## src/rtl/ysyx_22050854_pkg.sv

```systemverilog
// Shared encodings for the ID/EX pipeline slice.
//   src1_sel_e : operand-1 source (rs1 / pc / zero, 11 also reads as zero)
//   src2_sel_e : operand-2 source (rs2 / immediate)
//   alu_ext_e  : result-extension codes carried through to execute
package ysyx_22050854_pkg;

  typedef enum logic [1:0] {
    SRC1_RS1  = 2'b00,
    SRC1_PC   = 2'b01,
    SRC1_ZERO = 2'b10,
    SRC1_RSVD = 2'b11
  } src1_sel_e;

  typedef enum logic {
    SRC2_RS2 = 1'b0,
    SRC2_IMM = 1'b1
  } src2_sel_e;

  typedef enum logic [2:0] {
    ALUEXT_NONE   = 3'd0,
    ALUEXT_SEXT_W = 3'd1,
    ALUEXT_ZEXT_W = 3'd2,
    ALUEXT_SEXT_H = 3'd3,
    ALUEXT_ZEXT_H = 3'd4,
    ALUEXT_SEXT_B = 3'd5,
    ALUEXT_ZEXT_B = 3'd6
  } alu_ext_e;

endpackage

```

## src/rtl/ysyx_22050854_id_ex_stage_if.sv

```systemverilog
// Bundle of every non-clock signal between decode, the ID/EX slice,
// the forwarding sources and execute.
//   master : the surrounding pipeline (drives decode payload, forwarding,
//            flush, out_ready; observes the slice outputs)
//   slave  : the ID/EX slice itself
interface ysyx_22050854_id_ex_stage_if #(
  parameter int XLEN = 64,
  parameter int RA_W = 5
);
  logic            in_valid;
  logic            in_ready;
  logic [XLEN-1:0] id_pc;
  logic [XLEN-1:0] id_imm;
  logic [RA_W-1:0] id_rs1;
  logic [RA_W-1:0] id_rs2;
  logic [XLEN-1:0] id_rs1_data;
  logic [XLEN-1:0] id_rs2_data;
  logic [1:0]      id_src1_sel;
  logic            id_src2_sel;
  logic [3:0]      id_ALUctr;
  logic [3:0]      id_MULctr;
  logic [2:0]      id_ALUext;
  logic [RA_W-1:0] id_rd;
  logic            id_rd_wen;
  logic            id_mem_ren;
  logic            id_mem_wen;

  logic [RA_W-1:0] exm_rd;
  logic            exm_wen;
  logic            exm_is_load;
  logic [XLEN-1:0] exm_data;
  logic [RA_W-1:0] mwb_rd;
  logic            mwb_wen;
  logic [XLEN-1:0] mwb_data;

  logic            flush;

  logic            out_valid;
  logic            out_ready;
  logic [3:0]      ex_ALUctr;
  logic [3:0]      ex_MULctr;
  logic [2:0]      ex_ALUext;
  logic [XLEN-1:0] ex_src1;
  logic [XLEN-1:0] ex_src2;
  logic [XLEN-1:0] ex_store_data;
  logic [XLEN-1:0] ex_pc;
  logic [RA_W-1:0] ex_rd;
  logic            ex_rd_wen;
  logic            ex_mem_ren;
  logic            ex_mem_wen;
  logic            load_use_stall;
  logic [31:0]     stall_cnt;

  modport master (
    output in_valid, id_pc, id_imm, id_rs1, id_rs2, id_rs1_data, id_rs2_data,
           id_src1_sel, id_src2_sel, id_ALUctr, id_MULctr, id_ALUext,
           id_rd, id_rd_wen, id_mem_ren, id_mem_wen,
           exm_rd, exm_wen, exm_is_load, exm_data, mwb_rd, mwb_wen, mwb_data,
           flush, out_ready,
    input  in_ready, out_valid, ex_ALUctr, ex_MULctr, ex_ALUext, ex_src1,
           ex_src2, ex_store_data, ex_pc, ex_rd, ex_rd_wen, ex_mem_ren,
           ex_mem_wen, load_use_stall, stall_cnt
  );

  modport slave (
    input  in_valid, id_pc, id_imm, id_rs1, id_rs2, id_rs1_data, id_rs2_data,
           id_src1_sel, id_src2_sel, id_ALUctr, id_MULctr, id_ALUext,
           id_rd, id_rd_wen, id_mem_ren, id_mem_wen,
           exm_rd, exm_wen, exm_is_load, exm_data, mwb_rd, mwb_wen, mwb_data,
           flush, out_ready,
    output in_ready, out_valid, ex_ALUctr, ex_MULctr, ex_ALUext, ex_src1,
           ex_src2, ex_store_data, ex_pc, ex_rd, ex_rd_wen, ex_mem_ren,
           ex_mem_wen, load_use_stall, stall_cnt
  );
endinterface

```

## src/rtl/ysyx_22050854_fwd_mux.sv

```systemverilog
// Resolves one source register value with bypassing.
//   rs, rf_data           : register index and regfile read data
//   exm_rd/wen/data       : producer one stage ahead (highest priority)
//   mwb_rd/wen/data       : producer two stages ahead
//   data                  : resolved value (x0 always reads as zero)
module ysyx_22050854_fwd_mux #(
  parameter int XLEN = 64,
  parameter int RA_W = 5
) (
  input  logic [RA_W-1:0] rs,
  input  logic [XLEN-1:0] rf_data,
  input  logic [RA_W-1:0] exm_rd,
  input  logic            exm_wen,
  input  logic [XLEN-1:0] exm_data,
  input  logic [RA_W-1:0] mwb_rd,
  input  logic            mwb_wen,
  input  logic [XLEN-1:0] mwb_data,
  output logic [XLEN-1:0] data
);

  // The younger producer wins because it holds the newest value of rs.
  always_comb begin
    data = rf_data;
    if (rs == '0) begin
      data = '0;
    end else if (exm_wen && (exm_rd == rs)) begin
      data = exm_data;
    end else if (mwb_wen && (mwb_rd == rs)) begin
      data = mwb_data;
    end
  end

endmodule

```

## src/rtl/ysyx_22050854_id_ex_stage.sv

```systemverilog
// ID/EX pipeline register slice: one-entry valid/ready buffer that resolves
// operands with forwarding, detects load-use hazards and counts stall cycles.
//   clk, rst_n : clock and asynchronous active-low reset
//   bus        : slave view of the decode/forwarding/execute bundle
module ysyx_22050854_id_ex_stage
  import ysyx_22050854_pkg::*;
#(
  parameter int XLEN = 64,
  parameter int RA_W = 5
) (
  input logic clk,
  input logic rst_n,
  ysyx_22050854_id_ex_stage_if.slave bus
);

  logic [XLEN-1:0] rs1_val, rs2_val, src1_val, src2_val;
  logic            rs1_used, rs2_used, hazard, capture;

  logic            valid_q;
  logic [3:0]      alu_ctr_q, mul_ctr_q;
  logic [2:0]      alu_ext_q;
  logic [XLEN-1:0] src1_q, src2_q, store_q, pc_q;
  logic [RA_W-1:0] rd_q;
  logic            rd_wen_q, mem_ren_q, mem_wen_q;
  logic [31:0]     stall_cnt_q;

  ysyx_22050854_fwd_mux #(.XLEN(XLEN), .RA_W(RA_W)) u_fwd_rs1 (
    .rs(bus.id_rs1), .rf_data(bus.id_rs1_data),
    .exm_rd(bus.exm_rd), .exm_wen(bus.exm_wen), .exm_data(bus.exm_data),
    .mwb_rd(bus.mwb_rd), .mwb_wen(bus.mwb_wen), .mwb_data(bus.mwb_data),
    .data(rs1_val)
  );

  ysyx_22050854_fwd_mux #(.XLEN(XLEN), .RA_W(RA_W)) u_fwd_rs2 (
    .rs(bus.id_rs2), .rf_data(bus.id_rs2_data),
    .exm_rd(bus.exm_rd), .exm_wen(bus.exm_wen), .exm_data(bus.exm_data),
    .mwb_rd(bus.mwb_rd), .mwb_wen(bus.mwb_wen), .mwb_data(bus.mwb_data),
    .data(rs2_val)
  );

  // A load one stage ahead cannot forward yet; stores read rs2 even when
  // operand 2 is the immediate, so they count as rs2 users too.
  always_comb begin
    rs1_used = (bus.id_src1_sel == SRC1_RS1);
    rs2_used = (bus.id_src2_sel == SRC2_RS2) || bus.id_mem_wen;
    hazard   = bus.in_valid && bus.exm_wen && bus.exm_is_load &&
               (bus.exm_rd != '0) &&
               ((rs1_used && (bus.exm_rd == bus.id_rs1)) ||
                (rs2_used && (bus.exm_rd == bus.id_rs2)));
    capture  = bus.in_valid && bus.in_ready;
  end

  always_comb begin
    case (src1_sel_e'(bus.id_src1_sel))
      SRC1_RS1: src1_val = rs1_val;
      SRC1_PC:  src1_val = bus.id_pc;
      default:  src1_val = '0;
    endcase
    src2_val = (bus.id_src2_sel == SRC2_IMM) ? bus.id_imm : rs2_val;
  end

  assign bus.in_ready       = (!valid_q || bus.out_ready) && !hazard && !bus.flush;
  assign bus.load_use_stall = hazard;

  // Flush has top priority; the payload registers only move on a capture so
  // the outputs stay frozen while execute back-pressures.
  always_ff @(posedge clk or negedge rst_n) begin
    if (!rst_n) begin
      valid_q   <= 1'b0;
      alu_ctr_q <= '0;
      mul_ctr_q <= '0;
      alu_ext_q <= '0;
      src1_q    <= '0;
      src2_q    <= '0;
      store_q   <= '0;
      pc_q      <= '0;
      rd_q      <= '0;
      rd_wen_q  <= 1'b0;
      mem_ren_q <= 1'b0;
      mem_wen_q <= 1'b0;
    end else if (bus.flush) begin
      valid_q <= 1'b0;
    end else if (capture) begin
      valid_q   <= 1'b1;
      alu_ctr_q <= bus.id_ALUctr;
      mul_ctr_q <= bus.id_MULctr;
      alu_ext_q <= bus.id_ALUext;
      src1_q    <= src1_val;
      src2_q    <= src2_val;
      store_q   <= rs2_val;
      pc_q      <= bus.id_pc;
      rd_q      <= bus.id_rd;
      rd_wen_q  <= bus.id_rd_wen;
      mem_ren_q <= bus.id_mem_ren;
      mem_wen_q <= bus.id_mem_wen;
    end else if (bus.out_ready) begin
      valid_q <= 1'b0;
    end
  end

  always_ff @(posedge clk or negedge rst_n) begin
    if (!rst_n) begin
      stall_cnt_q <= '0;
    end else if (hazard) begin
      stall_cnt_q <= stall_cnt_q + 32'd1;
    end
  end

  // Side-effect controls are masked so a bubble can never write state.
  assign bus.out_valid     = valid_q;
  assign bus.ex_ALUctr     = alu_ctr_q;
  assign bus.ex_MULctr     = mul_ctr_q;
  assign bus.ex_ALUext     = alu_ext_q;
  assign bus.ex_src1       = src1_q;
  assign bus.ex_src2       = src2_q;
  assign bus.ex_store_data = store_q;
  assign bus.ex_pc         = pc_q;
  assign bus.ex_rd         = rd_q;
  assign bus.ex_rd_wen     = valid_q && rd_wen_q;
  assign bus.ex_mem_ren    = valid_q && mem_ren_q;
  assign bus.ex_mem_wen    = valid_q && mem_wen_q;
  assign bus.stall_cnt     = stall_cnt_q;

endmodule
```

## src/flat_wrapper.sv

```systemverilog
// flat-port wrapper written by rule: the top's interface ports become plain ports
module ysyx_22050854_id_ex_stage_flat import ysyx_22050854_pkg::*;
#(
  parameter int XLEN = 64,
  parameter int RA_W = 5
)
  (clk, rst_n, bus_in_valid, bus_id_pc, bus_id_imm, bus_id_rs1, bus_id_rs2, bus_id_rs1_data, bus_id_rs2_data, bus_id_src1_sel, bus_id_src2_sel, bus_id_ALUctr, bus_id_MULctr, bus_id_ALUext, bus_id_rd, bus_id_rd_wen, bus_id_mem_ren, bus_id_mem_wen, bus_exm_rd, bus_exm_wen, bus_exm_is_load, bus_exm_data, bus_mwb_rd, bus_mwb_wen, bus_mwb_data, bus_flush, bus_out_ready, bus_in_ready, bus_out_valid, bus_ex_ALUctr, bus_ex_MULctr, bus_ex_ALUext, bus_ex_src1, bus_ex_src2, bus_ex_store_data, bus_ex_pc, bus_ex_rd, bus_ex_rd_wen, bus_ex_mem_ren, bus_ex_mem_wen, bus_load_use_stall, bus_stall_cnt);
  ysyx_22050854_id_ex_stage_if #(.XLEN(XLEN), .RA_W(RA_W)) bus_i ();
  input logic clk;
  input logic rst_n;
  input wire logic [$bits(bus_i.in_valid)-1:0] bus_in_valid;
  input wire logic [$bits(bus_i.id_pc)-1:0] bus_id_pc;
  input wire logic [$bits(bus_i.id_imm)-1:0] bus_id_imm;
  input wire logic [$bits(bus_i.id_rs1)-1:0] bus_id_rs1;
  input wire logic [$bits(bus_i.id_rs2)-1:0] bus_id_rs2;
  input wire logic [$bits(bus_i.id_rs1_data)-1:0] bus_id_rs1_data;
  input wire logic [$bits(bus_i.id_rs2_data)-1:0] bus_id_rs2_data;
  input wire logic [$bits(bus_i.id_src1_sel)-1:0] bus_id_src1_sel;
  input wire logic [$bits(bus_i.id_src2_sel)-1:0] bus_id_src2_sel;
  input wire logic [$bits(bus_i.id_ALUctr)-1:0] bus_id_ALUctr;
  input wire logic [$bits(bus_i.id_MULctr)-1:0] bus_id_MULctr;
  input wire logic [$bits(bus_i.id_ALUext)-1:0] bus_id_ALUext;
  input wire logic [$bits(bus_i.id_rd)-1:0] bus_id_rd;
  input wire logic [$bits(bus_i.id_rd_wen)-1:0] bus_id_rd_wen;
  input wire logic [$bits(bus_i.id_mem_ren)-1:0] bus_id_mem_ren;
  input wire logic [$bits(bus_i.id_mem_wen)-1:0] bus_id_mem_wen;
  input wire logic [$bits(bus_i.exm_rd)-1:0] bus_exm_rd;
  input wire logic [$bits(bus_i.exm_wen)-1:0] bus_exm_wen;
  input wire logic [$bits(bus_i.exm_is_load)-1:0] bus_exm_is_load;
  input wire logic [$bits(bus_i.exm_data)-1:0] bus_exm_data;
  input wire logic [$bits(bus_i.mwb_rd)-1:0] bus_mwb_rd;
  input wire logic [$bits(bus_i.mwb_wen)-1:0] bus_mwb_wen;
  input wire logic [$bits(bus_i.mwb_data)-1:0] bus_mwb_data;
  input wire logic [$bits(bus_i.flush)-1:0] bus_flush;
  input wire logic [$bits(bus_i.out_ready)-1:0] bus_out_ready;
  output wire logic [$bits(bus_i.in_ready)-1:0] bus_in_ready;
  output wire logic [$bits(bus_i.out_valid)-1:0] bus_out_valid;
  output wire logic [$bits(bus_i.ex_ALUctr)-1:0] bus_ex_ALUctr;
  output wire logic [$bits(bus_i.ex_MULctr)-1:0] bus_ex_MULctr;
  output wire logic [$bits(bus_i.ex_ALUext)-1:0] bus_ex_ALUext;
  output wire logic [$bits(bus_i.ex_src1)-1:0] bus_ex_src1;
  output wire logic [$bits(bus_i.ex_src2)-1:0] bus_ex_src2;
  output wire logic [$bits(bus_i.ex_store_data)-1:0] bus_ex_store_data;
  output wire logic [$bits(bus_i.ex_pc)-1:0] bus_ex_pc;
  output wire logic [$bits(bus_i.ex_rd)-1:0] bus_ex_rd;
  output wire logic [$bits(bus_i.ex_rd_wen)-1:0] bus_ex_rd_wen;
  output wire logic [$bits(bus_i.ex_mem_ren)-1:0] bus_ex_mem_ren;
  output wire logic [$bits(bus_i.ex_mem_wen)-1:0] bus_ex_mem_wen;
  output wire logic [$bits(bus_i.load_use_stall)-1:0] bus_load_use_stall;
  output wire logic [$bits(bus_i.stall_cnt)-1:0] bus_stall_cnt;
  assign bus_i.in_valid = bus_in_valid;
  assign bus_i.id_pc = bus_id_pc;
  assign bus_i.id_imm = bus_id_imm;
  assign bus_i.id_rs1 = bus_id_rs1;
  assign bus_i.id_rs2 = bus_id_rs2;
  assign bus_i.id_rs1_data = bus_id_rs1_data;
  assign bus_i.id_rs2_data = bus_id_rs2_data;
  assign bus_i.id_src1_sel = bus_id_src1_sel;
  assign bus_i.id_src2_sel = bus_id_src2_sel;
  assign bus_i.id_ALUctr = bus_id_ALUctr;
  assign bus_i.id_MULctr = bus_id_MULctr;
  assign bus_i.id_ALUext = bus_id_ALUext;
  assign bus_i.id_rd = bus_id_rd;
  assign bus_i.id_rd_wen = bus_id_rd_wen;
  assign bus_i.id_mem_ren = bus_id_mem_ren;
  assign bus_i.id_mem_wen = bus_id_mem_wen;
  assign bus_i.exm_rd = bus_exm_rd;
  assign bus_i.exm_wen = bus_exm_wen;
  assign bus_i.exm_is_load = bus_exm_is_load;
  assign bus_i.exm_data = bus_exm_data;
  assign bus_i.mwb_rd = bus_mwb_rd;
  assign bus_i.mwb_wen = bus_mwb_wen;
  assign bus_i.mwb_data = bus_mwb_data;
  assign bus_i.flush = bus_flush;
  assign bus_i.out_ready = bus_out_ready;
  assign bus_in_ready = bus_i.in_ready;
  assign bus_out_valid = bus_i.out_valid;
  assign bus_ex_ALUctr = bus_i.ex_ALUctr;
  assign bus_ex_MULctr = bus_i.ex_MULctr;
  assign bus_ex_ALUext = bus_i.ex_ALUext;
  assign bus_ex_src1 = bus_i.ex_src1;
  assign bus_ex_src2 = bus_i.ex_src2;
  assign bus_ex_store_data = bus_i.ex_store_data;
  assign bus_ex_pc = bus_i.ex_pc;
  assign bus_ex_rd = bus_i.ex_rd;
  assign bus_ex_rd_wen = bus_i.ex_rd_wen;
  assign bus_ex_mem_ren = bus_i.ex_mem_ren;
  assign bus_ex_mem_wen = bus_i.ex_mem_wen;
  assign bus_load_use_stall = bus_i.load_use_stall;
  assign bus_stall_cnt = bus_i.stall_cnt;
  ysyx_22050854_id_ex_stage #(.XLEN(XLEN), .RA_W(RA_W)) u_core (.clk(clk), .rst_n(rst_n), .bus(bus_i));
endmodule
```

## config.mk

```make
export PLATFORM = sky130hd
export DESIGN_NAME = ysyx_22050854_id_ex_stage_flat
export DESIGN_NICKNAME = d
export VERILOG_FILES = /design/src/rtl/ysyx_22050854_pkg.sv /design/src/rtl/ysyx_22050854_id_ex_stage_if.sv /design/src/rtl/ysyx_22050854_fwd_mux.sv /design/src/rtl/ysyx_22050854_id_ex_stage.sv /design/src/flat_wrapper.sv
export SDC_FILE = /design/constraint.sdc
export NUM_CORES = 1
export LEC_CHECK = 0
export CORE_AREA = 2 2 290 292
export CTS_CLUSTER_SIZE = 20
export DETAILED_ROUTE_END_ITERATION = 16
export DIE_AREA = 0 0 292 294
export PLACE_DENSITY_LB_ADDON = 0.1
export SETUP_SLACK_MARGIN = 0.02
export SLEW_MARGIN = 30
export SYNTH_ARGS = -nofsm -noshare
export SYNTH_HDL_FRONTEND = slang
export SYNTH_SLANG_ARGS = --single-unit
```

## constraint.sdc

```tcl
create_clock -name clk -period 5.66 [get_ports clk]
set_clock_uncertainty 0.2 [all_clocks]
set_input_delay 0.566 -clock clk [delete_from_list [all_inputs] [get_ports clk]]
set_output_delay 0.566 -clock clk [all_outputs]
set_load 0.01 [all_outputs]
```

==> summary.md <==
| Metric | Value |
|---|---|
| Clock share of power | 0.364 |
| Required @ worst endpoint | 4.89 ns |
| PortBufs | 743 |
| Buffers inserted by post-CTS timing repair | 0 |
| Switch share | 0.296 |
| H-Tree Level Count | 2 |
| Peak VDD IR | 170 µV |
| First-iteration detailed-routing DRC count | between 1000 and 1500 |
| Die W | 292 µm |
| Site row count | around 110 |
| CTS resizes | 0 |
| Leakage | roughly 10 nW |
| Gr usage total | 0.205 |
| Sequential Power Share | 0.358 |
| Final WL | 90900 µm |
| GRT overflow | 0 |
| Syn Nets | 2071 |
| Clock latency on the worst-skew pair | 0.56 ns |
| Post-synthesis cell count | 1636 |
| Core Region | ~83000 µm² |
| Initial Util | 0.194 |
| CTS Buffer Depth | 3 |
| FF+latch count, synth | 308 |
| Clk root buf | clkbuf_16 |
| Post-route antenna net violation count | 0 |
| Sequential fraction of the synthesis area | 0.479 |
| Worst slew margin relative to its limit | 0.283 |
| Synthesis warning total | 0 |
| Pin count of the biggest net entering global routing | 138 |
| Outcome | finished clean |
| Pwr Density | 294 nW/µm² |
| Hold Fails Final Rpt | 0 |
| Post-synth EDFFs | 0 |
| Post-synth ARST share | 1.00 |
| Min cycle time layout | 3.99 ns |
| Drt pass-1 iters | 6 |
| Clk slew on worst S/H paths | around 0.060 ns |
| Part of the power in combinational logic | 0.278 |
| Fill count | 8578 |
| Multi-input gate area | 7710 µm² |
| Final hold slack | 0.280 ns |
| Vias per cell | 4.79 |
| Crit path DAT | ~3.2 ns |
| CP startpoint kind | primary input |
| First-pass GRT wire length | 129000 µm |
| CTS Buf Count | 44 |
| Final Max Slew Viols | 0 |
| Drc violations | 0 |
| Dominant synthesized flop cell | dfrtp_1 |
| Post-Syn Area | 16100 µm² |
| Detailed placement HPWL | roughly 64000 µm |
| Hold Path Class | in -> async |
| IO Count | 744 |
| Vias in the first global route | 17500 |
| RePlAce Congestion | 0.872 |
| Initial antenna violation count | 15 |
| Die Y | 294 µm |
| Tcrit/Tclk final | 0.705 |
| Layout area overhead | 62.0% |
| Post-CTS Hold Fix Bufs | 1 |
| RSZ-0062 raised after global routing | no |
| WS Path Type | in -> out |
| Total negative slack | 0 ns |
| CTS sink count | 308 |
| Reg area | 7710 µm² |
| CTS tree | built |
| Netlist cell types | 43 |
| Die area | 85800 µm² |
| Int Pwr | 0.00539 W |
| Worst Setup End Kind | output port |
| Switch Pwr | approximately 0.0023 W |
| Max Fclk | 0.251 GHz |
| Wire per inst | 26.5 µm |
| Layout cells sized above 1 | 0.0792 |
| # nets final | 2743 |
| Placed cells | 3340 |
| Max-cap violations | 0 |
| Vias | 16400 |
| CP Max Fanout | 20 |
| Avg Inst Size Synth | 9.84 µm² |
| Final setup fails | 0 |
| Fin cells | 3426 |
| Least-Margin Pin Slew | 1.08 ns |
## state kept, by name (all words and copies together) (netlist names), 3 cells and up
name	count
u_core.bus.ex_pc	64
u_core.bus.ex_src1	64
u_core.bus.ex_src2	64
u_core.bus.ex_store_data	64
u_core.bus.stall_cnt	32
u_core.bus.ex_rd	5
u_core.bus.ex_ALUctr	4
u_core.bus.ex_MULctr	4
u_core.bus.ex_ALUext	3
## metrics by stage
stage / util / instance area [µm²] / total power, W / worst slack (ns)
after floorplan: - / 16100 / 0.00348 / 3.17
after global placement: 0.296 / 24500 / 0.00491 / 1.72
after detailed placement: 0.297 / 24600 / 0.00492 / 1.70
after CTS: 0.314 / 26000 / 0.00778 / 1.68
after global routing: 0.314 / 26100 / 0.00802 / 1.54
final: 0.315 / 26100 / 0.00766 / 1.67
## logic make-up after synthesis
group | after synthesis | share of synthesized area
mux | 147 | 0.0979
xor+xnor | 51 | 0.0278
buf+inv | 154 | 0.0475
flops | 308 | 0.479
fa+ha+maj | 1 | 0.000777
simple gates | 394 | 0.105
compound gates | 581 | 0.242
## cell type report
cell class              instances  area share
well taps                    1080      0.0518
clock inverters                 4     0.00173
inverters                       1    0.000144
flip-flops and latches        308       0.296
repair buffers                779       0.302
clock buffers                  71      0.0523
multi-input cells            1174       0.296
diodes                          9    0.000864
## per-layer routing
| layer | vias to the layer above | part of all wire | GRT usage |
|---|---|---|---|
| met5 | - | 0.00085 | 0 |
| met4 | 12 | 0.021 | 0.0507 |
| met3 | 118 | 0.077 | 0.0585 |
| met2 | 653 | 0.50 | 0.360 |
| met1 | 8232 | 0.40 | 0.245 |
| li1 | 7382 | - | - |
## path summary, 6_finish.rpt
kind	startpoint	endpoint	slack [ns]	depth (start not counted)
max	bus_exm_rd[4]	bus_load_use_stall	1.67	7
max reg2reg	u_core.bus.out_valid$_DFFE_PN0P_	u_core.bus.ex_src1[28]$_DFFE_PN0P_	2.54	6
max in group asynchronous	rst_n	u_core.bus.ex_src2[44]$_DFFE_PN0P_	3.76	4
min	rst_n	u_core.bus.ex_pc[14]$_DFFE_PN0P_	0.28	2
min in group clk	u_core.bus.stall_cnt[31]$_DFFE_PN0P_	u_core.bus.stall_cnt[31]$_DFFE_PN0P_	0.28	1
min reg2reg	u_core.bus.stall_cnt[31]$_DFFE_PN0P_	u_core.bus.stall_cnt[31]$_DFFE_PN0P_	0.28	1
## critical path: stages
cell	delay, ns
clkdlybuf4s50_1	0.50
xor2_1	0.20
nor3_1	0.42
and3_1	0.28
o21ai_4	0.06
inv_1	0.51
clkdlybuf4s50_1	0.68
## power groups by stage
stage          sequential (W)  clock, W  combinational (W)
2_1_floorplan         0.00291         0           0.000569
3_3_place_gp          0.00276         0            0.00215
3_5_place_dp          0.00277         0            0.00215
4_1_cts               0.00274   0.00288            0.00216
5_1_grt               0.00278   0.00297            0.00227
6_report              0.00274   0.00279            0.00213
## synth_stat cells, types with 44 or more instances
| master | n | area share |
|---|---|---|
| buf_2 | 44 | 0.014 |
| a21oi_1 | 179 | 0.056 |
| o21ai_0 | 65 | 0.020 |
| a22o_1 | 64 | 0.035 |
| a211o_1 | 64 | 0.035 |
| a31o_1 | 50 | 0.027 |
| nor2_1 | 71 | 0.017 |
| nand2_1 | 234 | 0.055 |
| dfrtp_1 | 308 | 0.48 |
| mux2_2 | 68 | 0.048 |
| a31oi_1 | 114 | 0.044 |
| clkbuf_1 | 91 | 0.021 |
| mux2i_1 | 64 | 0.040 |
## layout by cell type (no fill, tap or decap), drive strengths merged, types with 14 or more instances in the layout
cell / netlist / final
nor2: 71 / 71
mux2i: 64 / 64
a22o: 64 / 64
a21oi: 179 / 179
dfrtp: 308 / 308
clkdlybuf4s50: 0 / 741
xor2: 25 / 25
xnor2: 26 / 26
a31o: 50 / 50
o21ai: 66 / 66
and3: 26 / 26
o2bb2ai: 14 / 14
nand3: 17 / 17
buf: 62 / 37
a211o: 64 / 64
mux2: 83 / 83
a2bb2oi: 14 / 14
nand2: 235 / 235
a31oi: 114 / 114
clkbuf: 91 / 71
Note: power is estimated with default switching activity, not from simulation.
==> edit: new RTL, same flow settings <==
`RA_W` is set to 5 in 4 places; all go to 10.
--- a/src/rtl/ysyx_22050854_id_ex_stage_if.sv
+++ b/src/rtl/ysyx_22050854_id_ex_stage_if.sv
@@ -6,5 +6,5 @@
 interface ysyx_22050854_id_ex_stage_if #(
   parameter int XLEN = 64,
-  parameter int RA_W = 5
+  parameter int RA_W = 10
 );
   logic            in_valid;
--- a/src/rtl/ysyx_22050854_fwd_mux.sv
+++ b/src/rtl/ysyx_22050854_fwd_mux.sv
@@ -6,5 +6,5 @@
 module ysyx_22050854_fwd_mux #(
   parameter int XLEN = 64,
-  parameter int RA_W = 5
+  parameter int RA_W = 10
 ) (
   input  logic [RA_W-1:0] rs,
--- a/src/rtl/ysyx_22050854_id_ex_stage.sv
+++ b/src/rtl/ysyx_22050854_id_ex_stage.sv
@@ -7,5 +7,5 @@
 #(
   parameter int XLEN = 64,
-  parameter int RA_W = 5
+  parameter int RA_W = 10
 ) (
   input logic clk,
--- a/src/flat_wrapper.sv
+++ b/src/flat_wrapper.sv
@@ -3,5 +3,5 @@
 #(
   parameter int XLEN = 64,
-  parameter int RA_W = 5
+  parameter int RA_W = 10
 )
   (clk, rst_n, bus_in_valid, bus_id_pc, bus_id_imm, bus_id_rs1, bus_id_rs2, bus_id_rs1_data, bus_id_rs2_data, bus_id_src1_sel, bus_id_src2_sel, bus_id_ALUctr, bus_id_MULctr, bus_id_ALUext, bus_id_rd, bus_id_rd_wen, bus_id_mem_ren, bus_id_mem_wen, bus_exm_rd, bus_exm_wen, bus_exm_is_load, bus_exm_data, bus_mwb_rd, bus_mwb_wen, bus_mwb_data, bus_flush, bus_out_ready, bus_in_ready, bus_out_valid, bus_ex_ALUctr, bus_ex_MULctr, bus_ex_ALUext, bus_ex_src1, bus_ex_src2, bus_ex_store_data, bus_ex_pc, bus_ex_rd, bus_ex_rd_wen, bus_ex_mem_ren, bus_ex_mem_wen, bus_load_use_stall, bus_stall_cnt);
Ports: changed (6 resized); port bits go from 744 to 774. No check against the original RTL was run, so the function may have changed too.
==> edit against the unedited design <==
  * Setup slack improved by 0.35 ns
  * Sequential power barely moved
  * Final area is 4.4% higher
  * Total power increased by 0.48%
  * Sequential cell count is 5 higher
  * Combinational power fell by 3%
  * Register-to-register slack better by 0.17 ns
  * Synthesized area up 4.8%
  * Routed wire length up 7.8%
  * Critical endpoint is now bus_in_ready
==> edit: results (changes against the unedited design) <==
- The setup slack of the worst register-to-register path came to 2.71 ns (+0.17 ns).
- The post-synth net total was 2,440 (+18%).
- The number of multi-input combinational cells is 1,441 (+23%).
- The total routing usage reported by global routing is 22.0% (+1.5 points).
- The number of buffers inserted during clock tree synthesis is 45 (+2.3%).
- The global-route track usage on met3 is 5.40% (-0.45 points).
- The proportion of synthesized area in mux cells was 3.80% (-6.0 points).
- The run finished with clean final reports.
- The number of violations reported at the end of detailed-routing iteration 0 is 1,132 (+5.6%).
- The data arrival time at the worst-slack endpoint came to 2.88 ns (-0.34 ns).
- The detailed-route via count came to 18,100 (+11%).
- The endpoint identified for the worst register-to-register timing path is u_core.bus.ex_src1[26].
- The average cell area after synthesis is 8.52 um^2 (-13%).
- The worst slew margin relative to its limit is 33.6% (+5.3 points).
- The synthesized-area fraction occupied by ao, oa, aoi and oai cells is 20.3% (-3.9 points).
- The min-delay analysis places its worst path in the category flip-flop to flip-flop.
- The worst-path maximum fanout is 5 (-75%).
- The clock buffer instance count of the final layout is 68 (-4.2%).
- The amount of wire on met3 after detailed routing is 6.48 mm (-7.3%).
- The number of buffers inserted by port buffering is 773 (+4.0%).
- Yosys attributes the largest share of cell area to sky130_fd_sc_hd__dfrtp_1, sky130_fd_sc_hd__nand2_1, sky130_fd_sc_hd__a21oi_1, sky130_fd_sc_hd__mux2i_1, sky130_fd_sc_hd__nor2_1.
- The final-layout fill cell count is 8,660 (+0.96%).
- The number of cells traversed by the worst register-to-register path was 7 (+1).
- The fraction of area in multi-input gates is 29.8% (+0.19 points).
- The routed length on met2 came to 49.1 mm (+7.7%).
- The adder and majority cell fraction of the synthesized area is 0.0742% (-0.0036 points).
- The number of detailed-route iterations in the first pass was 5 (-1).
- The largest net degree at the start of global routing is 136 (-1.4%).
- The total leakage power came to 11.2 nW (+9.5%).
- The share of final layout cell area taken by non-clock buffers is 30.1% (-0.12 points).
- The delay of the slowest cell on the worst path was 0.58 ns (-0.10 ns).
- The maximum VDD drop is 0.000182 V (+7.2%).
- The final-layout clock-cell area share is 5.44% (+0.032 points).
- Tracing the worst setup path back leads to its startpoint at bus_exm_wen.
- The weighted congestion at the end of routability-driven global placement is 0.878 (+0.65%).
- The placement-stage cell area is 25,700 um^2 (+4.4%).
- The last element of the critical path is bus_in_ready.
- The first-pass GRT wire length is 139 mm (+7.8%).
- The power of the combinational group is 0.00207 W (-3%).
- The fraction of final layout cells with drive strength greater than 1 is 4.72% (-3.2 points).
- The fraction of met1 tracks used by global routing is 26.3% (+1.8 points).
==> edit: changes by cell type after synthesis, sizes merged, moves of 23 or more <==
cell | unedited run | this run
mux2 | 83 | 0
a211o | 64 | 0
a31oi | 114 | 64
or3 | 0 | 64
nand2 | 235 | 428
inv | 1 | 65
o41ai | 0 | 64
a211oi | 2 | 64
a21oi | 179 | 215
a21o | 0 | 23
a22o | 64 | 0
nor2 | 71 | 163
o22a | 0 | 28
a31o | 50 | 0
==> edit: stage by stage <==
step           hold slack (ns)  utilization, %  power (W)  setup slack, ns
5_1_grt                  0.292            32.8    0.00806             1.92
3_3_place_gp             0.256            31.0    0.00486             1.75
3_5_place_dp             0.260            31.0    0.00487             1.70
6_report                 0.273            32.8    0.00769             2.02
4_1_cts                  0.275            32.8    0.00784             2.05
2_1_floorplan           0.0704               -    0.00345             3.25
==> edit: timing repair <==
action	CTS	global route
gates resized for setup	0	0
endpoints found under the setup margin	0	0
hold buffers	1	0
endpoints found under the hold margin	82	0
